<file path="src/rtl/rf_write_arbiter_if.sv">
// Requester-side handshake bundle for rf_write_arbiter: hold plus two
// valid/ready write channels (A = writeback, B = load/multi-cycle unit).
interface rf_write_arbiter_if #(
  parameter int DWIDTH = 16,
  parameter int AWIDTH = 3
);
  logic              hold;
  logic              a_valid, a_ready;
  logic [AWIDTH-1:0] a_sel;
  logic [DWIDTH-1:0] a_data;
  logic              b_valid, b_ready;
  logic [AWIDTH-1:0] b_sel;
  logic [DWIDTH-1:0] b_data;

  modport master (
    output hold, a_valid, a_sel, a_data, b_valid, b_sel, b_data,
    input  a_ready, b_ready
  );

  modport slave (
    input  hold, a_valid, a_sel, a_data, b_valid, b_sel, b_data,
    output a_ready, b_ready
  );
endinterface

</file>
<file path="src/rtl/rf_write_arbiter.sv">
// Round-robin arbiter for the RF write port with a registered output stage,
// read-port passthrough and per-requester grant counters. Optional RF_BYPASS_EN.
module rf_write_arbiter #(
  parameter int DWIDTH = 16,
  parameter int AWIDTH = 3,
  parameter int CNTW   = 8
) (
  input  logic              clk,
  input  logic              rst_n,
  rf_write_arbiter_if.slave req,
  output logic              rf_write,
  output logic [AWIDTH-1:0] rf_writeregsel,
  output logic [DWIDTH-1:0] rf_writedata,
  input  logic [AWIDTH-1:0] rd1_sel,
  input  logic [AWIDTH-1:0] rd2_sel,
  output logic [AWIDTH-1:0] rf_read1regsel,
  output logic [AWIDTH-1:0] rf_read2regsel,
  input  logic [DWIDTH-1:0] rf_read1data,
  input  logic [DWIDTH-1:0] rf_read2data,
  output logic [DWIDTH-1:0] rd1_data,
  output logic [DWIDTH-1:0] rd2_data,
  output logic [CNTW-1:0]   a_cnt,
  output logic [CNTW-1:0]   b_cnt
);
  localparam int NRD = 2;

  typedef enum logic {PRIO_A = 1'b0, PRIO_B = 1'b1} prio_e;

  prio_e prio, prio_nxt;
  logic  a_fire, b_fire;

  always_ff @(posedge clk or negedge rst_n) begin
    if (!rst_n) prio <= PRIO_A;
    else        prio <= prio_nxt;
  end

  // Grant goes to the lone valid requester, or to the prio holder on contention.
  always_comb begin
    req.a_ready = 1'b0;
    req.b_ready = 1'b0;
    prio_nxt    = prio;
    if (!req.hold) begin
      req.a_ready = req.a_valid && (!req.b_valid || prio == PRIO_A);
      req.b_ready = req.b_valid && (!req.a_valid || prio == PRIO_B);
    end
    a_fire = req.a_valid && req.a_ready;
    b_fire = req.b_valid && req.b_ready;
    if (a_fire)      prio_nxt = PRIO_B;
    else if (b_fire) prio_nxt = PRIO_A;
  end

  always_ff @(posedge clk or negedge rst_n) begin
    if (!rst_n) begin
      rf_write       <= 1'b0;
      rf_writeregsel <= '0;
      rf_writedata   <= '0;
    end else if (a_fire) begin
      rf_write       <= 1'b1;
      rf_writeregsel <= req.a_sel;
      rf_writedata   <= req.a_data;
    end else if (b_fire) begin
      rf_write       <= 1'b1;
      rf_writeregsel <= req.b_sel;
      rf_writedata   <= req.b_data;
    end else begin
      rf_write       <= 1'b0;
    end
  end

  always_ff @(posedge clk or negedge rst_n) begin
    if (!rst_n) begin
      a_cnt <= '0;
      b_cnt <= '0;
    end else begin
      if (a_fire) a_cnt <= a_cnt + {{(CNTW-1){1'b0}}, 1'b1};
      if (b_fire) b_cnt <= b_cnt + {{(CNTW-1){1'b0}}, 1'b1};
    end
  end

  logic [NRD-1:0][AWIDTH-1:0] rd_sel_v;
  logic [NRD-1:0][DWIDTH-1:0] rf_rdata_v;
  logic [NRD-1:0][DWIDTH-1:0] rd_data_v;

  assign rd_sel_v   = {rd2_sel, rd1_sel};
  assign rf_rdata_v = {rf_read2data, rf_read1data};

  for (genvar p = 0; p < NRD; p++) begin : g_rd
`ifdef RF_BYPASS_EN
    // Forward the write sitting in the output stage so readers see it this cycle.
    assign rd_data_v[p] = (rf_write && rf_writeregsel == rd_sel_v[p])
                          ? rf_writedata : rf_rdata_v[p];
`else
    assign rd_data_v[p] = rf_rdata_v[p];
`endif
  end

  assign rf_read1regsel = rd1_sel;
  assign rf_read2regsel = rd2_sel;
  assign rd1_data       = rd_data_v[0];
  assign rd2_data       = rd_data_v[1];
endmodule
</file>
<file path="src/flat_wrapper.sv">
// flat-port wrapper written by rule: the top's interface ports become plain ports
module rf_write_arbiter_flat 
#(
  parameter int DWIDTH = 16,
  parameter int AWIDTH = 3,
  parameter int CNTW   = 8
)
  (clk, rst_n, rf_write, rf_writeregsel, rf_writedata, rd1_sel, rd2_sel, rf_read1regsel, rf_read2regsel, rf_read1data, rf_read2data, rd1_data, rd2_data, a_cnt, b_cnt, req_hold, req_a_valid, req_a_sel, req_a_data, req_b_valid, req_b_sel, req_b_data, req_a_ready, req_b_ready);
  rf_write_arbiter_if #(.DWIDTH(DWIDTH), .AWIDTH(AWIDTH)) req_i ();
  input  logic clk;
  input  logic rst_n;
  output logic rf_write;
  output logic [AWIDTH-1:0] rf_writeregsel;
  output logic [DWIDTH-1:0] rf_writedata;
  input  logic [AWIDTH-1:0] rd1_sel;
  input  logic [AWIDTH-1:0] rd2_sel;
  output logic [AWIDTH-1:0] rf_read1regsel;
  output logic [AWIDTH-1:0] rf_read2regsel;
  input  logic [DWIDTH-1:0] rf_read1data;
  input  logic [DWIDTH-1:0] rf_read2data;
  output logic [DWIDTH-1:0] rd1_data;
  output logic [DWIDTH-1:0] rd2_data;
  output logic [CNTW-1:0] a_cnt;
  output logic [CNTW-1:0] b_cnt;
  input wire logic [$bits(req_i.hold)-1:0] req_hold;
  input wire logic [$bits(req_i.a_valid)-1:0] req_a_valid;
  input wire logic [$bits(req_i.a_sel)-1:0] req_a_sel;
  input wire logic [$bits(req_i.a_data)-1:0] req_a_data;
  input wire logic [$bits(req_i.b_valid)-1:0] req_b_valid;
  input wire logic [$bits(req_i.b_sel)-1:0] req_b_sel;
  input wire logic [$bits(req_i.b_data)-1:0] req_b_data;
  output wire logic [$bits(req_i.a_ready)-1:0] req_a_ready;
  output wire logic [$bits(req_i.b_ready)-1:0] req_b_ready;
  assign req_i.hold = req_hold;
  assign req_i.a_valid = req_a_valid;
  assign req_i.a_sel = req_a_sel;
  assign req_i.a_data = req_a_data;
  assign req_i.b_valid = req_b_valid;
  assign req_i.b_sel = req_b_sel;
  assign req_i.b_data = req_b_data;
  assign req_a_ready = req_i.a_ready;
  assign req_b_ready = req_i.b_ready;
  rf_write_arbiter #(.DWIDTH(DWIDTH), .AWIDTH(AWIDTH), .CNTW(CNTW)) u_core (.clk(clk), .rst_n(rst_n), .req(req_i), .rf_write(rf_write), .rf_writeregsel(rf_writeregsel), .rf_writedata(rf_writedata), .rd1_sel(rd1_sel), .rd2_sel(rd2_sel), .rf_read1regsel(rf_read1regsel), .rf_read2regsel(rf_read2regsel), .rf_read1data(rf_read1data), .rf_read2data(rf_read2data), .rd1_data(rd1_data), .rd2_data(rd2_data), .a_cnt(a_cnt), .b_cnt(b_cnt));
endmodule
</file>
<file path="config.mk">
export PLATFORM = sky130hd
export DESIGN_NAME = rf_write_arbiter_flat
export DESIGN_NICKNAME = d
export VERILOG_FILES = /design/src/rtl/rf_write_arbiter_if.sv /design/src/rtl/rf_write_arbiter.sv /design/src/flat_wrapper.sv
export SDC_FILE = /design/constraint.sdc
export NUM_CORES = 1
export LEC_CHECK = 0
export BUFFER_PORTS_ARGS = -buffer_cell sky130_fd_sc_hd__buf_2
export CORE_MARGIN = 4
export CORE_UTILIZATION = 35
export DETAILED_ROUTE_END_ITERATION = 6
export PLACE_DENSITY = 0.76
export SLEW_MARGIN = 20
export SYNTH_ARGS = -nofsm -noshare
export SYNTH_HDL_FRONTEND = slang
export SYNTH_SLANG_ARGS = --single-unit
</file>
<file path="constraint.sdc">
create_clock -name clk -period 1.4 [get_ports clk]
set_clock_uncertainty 0.15 [all_clocks]
set_input_delay 0.14 -clock clk [delete_from_list [all_inputs] [get_ports clk]]
set_output_delay 0.14 -clock clk [all_outputs]
set_load 0.02 [all_outputs]
</file>
==> out/metrics.yaml <==
status:
  status: "complete, but fails checks"
  violations: "setup timing"
floorplan:
  io_pins: 157
  die-area_mm2: 0.00689
  row_count: 27
  coreArea_mm2: 0.00547
  die_w_um: 83.0
  start_util_pct: 36.0
  die_y_um: 83.0
global_routing:
  grt_use_total_pct: 15.7
  grt_pass1_wl_um: 8760
  antenna_found_initial: 0
  grt_max_degree: 41
  grt-ovfl-total: 0
  grt_pass1_vias: 1824
worst_hold_path:
  min_from: "req_a_data[11]"
  hold_end: "u_core.rf_writedata[11]"
  whs_path_depth: 3
  hp-class: "input port to register"
sta:
  rsz0062_at_grt: "true"
  worstMarginPinSlew_ns: 0.346
  timing.final.ws_setup_ns: -0.115
  tns_ns: -1.28
  timing_hold_violations_final: 0
  max_freq_mhz: 660
  period_share_pct: 108
  relSlewSlack_pct: 76.9
  period_minus_slack_ns: 1.51
  slew_violations: 0
  setup_violations: 28
clock_tree:
  cts_root_buffer: "clkbuf_8"
  clkLatencyLatePin_ns: 0.29
  cts_tree: "yes"
  clk_pin_slew_worst_paths_ns: 0.07
  htreeDepth: 2
  cts_buffers: 5
  cts_buffer_depth: 2
  cts.sinks: 37
critical_path:
  r2r_slack_ns: -0.11
  worstSetupStartpointType: "register"
  cp_cell_sequence: "nand2_1, nand3b_1, buf_4, or3_4, xnor2_2"
  crit_family: "simple AND/OR/NAND/NOR gates"
  timing.rr.start: "u_core.prio"
  worstSetupPathType: "register to register"
  path_buf_inv: 1
  rr_worst_depth: 5
  slowest_stage: "dfrtp_1"
  crit_path_max_fanout: 3
  cp_data_required_time_ns: 1.43
  slowest_delay_ns: 0.40
  arrival_ns: 1.55
  regToRegEndpoint: "u_core.a_cnt[5]"
  crit_path_end_kind: "register"
run:
  cap_violations: 0
route:
  wl_per_cell_um: 14.7
  drt_iter0_markers: 20
  drt_wl_total_um: 5340
  viasPerCell: 4.57
  num_vias: 1654
  drt_pass1_iterations: 4
  post-route-drc-count: 0
  ant_nets: 0
final_layout:
  synthToLayoutAreaGrowth_pct: 50.8
  antenna_cells: 0
  final_cell_mix: "buf_2 (78), dlygate4sd3_1 (36), dfrtp_1 (35), nand2_1 (27), o21ai_1 (19)"
  regArea_um2: 928
  multi_input_area_um2: 791
  drive_gt1_share_pct: 45.5
  final_cells: 362
  fillers: 497
  fin_nets: 372
  layout_commonest_cell: "buf_2"
yosys:
  postSynthCellCount: 188
  syn-cell-area_mm2: 0.00197
  avgSynthCellArea_um2: 10.5
  synth_edf_count: 0
  yosys.cell_types.count: 24
  synth_top_cell_area_share_pct: 47.0
  async_flop_share_pct: 100
  synthFlopType: "dfrtp_1"
  ys_warn_count: 0
  synth-seq-cells: 37
  synthesis.nets: 271
  seq_area_frac_synth_pct: 47.0
  yosysTopAreaCell: "dfrtp_1"
  synthTopCellsByArea: "dfrtp_1 (47%), buf_4 (14%), mux2i_1 (9.7%), nand2_1 (5.7%), o21ai_0 (4.8%)"
power:
  ir_worst_vdd_v: 0.000740
  powerDensity_mw_per_mm2: 1270
  p_leak_nw: 1.59
place:
  routabilityCongestion: 0.719
  hpwl_um: 3260
  place.port_buffers: 80
  dp_cells: 308
[kinds of logic (layout without fill, tap and decap cells)]
family,count (synthesis),in the layout,synth area share [%]
simple gates,48,48,12.3
fa+ha+maj,2,2,1.27
buf+inv,47,149,17.3
compound gates,20,20,5.21
xor+xnor,14,14,6.61
mux,20,20,10.2
flops,37,37,47.0
[tightest hold or removal path: cells and delay by family]
| family | cells | cell delay [ns] |
|---|---|---|
| AO/OA/AOI/OAI | 1 | 0.12 |
| buffers and inverters | 1 | 0.09 |
| multiplexers | 1 | 0.06 |
[layout make-up]
class / instances / share of cell area (%)
Tap cell: 72 / 3.03
Clock inverter: 1 / 0.169
Multi-Input combinational cell: 104 / 26.6
Timing Repair Buffer: 139 / 35.4
Clock buffer: 7 / 3.24
Inverter: 2 / 0.253
Sequential cell: 37 / 31.3
[per-stage QoR]
stage	power (mW)	area [um^2]	util, %	hold slack [ns]	setup WS (ns)
4_1_cts	3.75	2900	52.9	0.00502	-0.125
2_1_floorplan	2.34	1980	-	-0.306	-0.0774
6_report	3.78	2970	54.3	0.0112	-0.115
3_5_place_dp	2.72	2260	41.3	-0.0857	-0.0648
5_1_grt	3.99	2970	54.3	0.0182	-0.195
3_3_place_gp	2.67	2260	41.3	-0.0913	-0.0441
[report_power, final]
group	switching, mW	total (mW)	internal [mW]
clock network	0.380	0.825	0.445
logic	0.742	1.41	0.669
registers	0.241	1.54	1.30
total	1.36	3.78	2.42
[worst max-delay path by stage]
stage                      from                      to  depth (start not counted)
CTS                 u_core.prio             req_b_ready                          5
finish              u_core.prio         u_core.a_cnt[5]                          5
floorplan           u_core.prio         u_core.b_cnt[1]                          3
global route        u_core.prio         u_core.a_cnt[5]                          5
detailed placement  u_core.prio         u_core.a_cnt[6]                          5
global placement    u_core.prio  u_core.rf_writedata[8]                          5
[Yosys cell counts, drive strengths merged, types with 2 or more instances]
library cell  number
and4               2
buf               41
clkbuf             4
dfrtp             37
ha                 2
inv                2
mux2i             19
nand2             30
nand3              3
nand4              5
nor3               2
o21ai             19
xnor2             11
xor2               3
[metal layers]
metal,GRT usage [%],wire [um],up-vias
met5,0,0,-
met4,7.73,114,0
met3,4.46,311,18
met2,28.9,2930,59
met1,16.2,1980,784
li1,-,-,793
[registers in the layout (all words and copies together) (netlist names)]
| name | cells |
|---|---|
| u_core.a_cnt | 8 |
| u_core.b_cnt | 8 |
| u_core.prio | 1 |
| u_core.rf_write | 1 |
| u_core.rf_writedata | 16 |
| u_core.rf_writeregsel | 3 |
[what timing repair did]
action                                  CTS  global route
gates cloned                              2             1
endpoints found under the setup margin   30            36
hold endpoints to repair                 55             0
gates resized for setup                  39             9
buffers inserted                          6             1
hold buffers                             36             0
pin swaps                                 9             6
(Power assumes the default switching activity.)
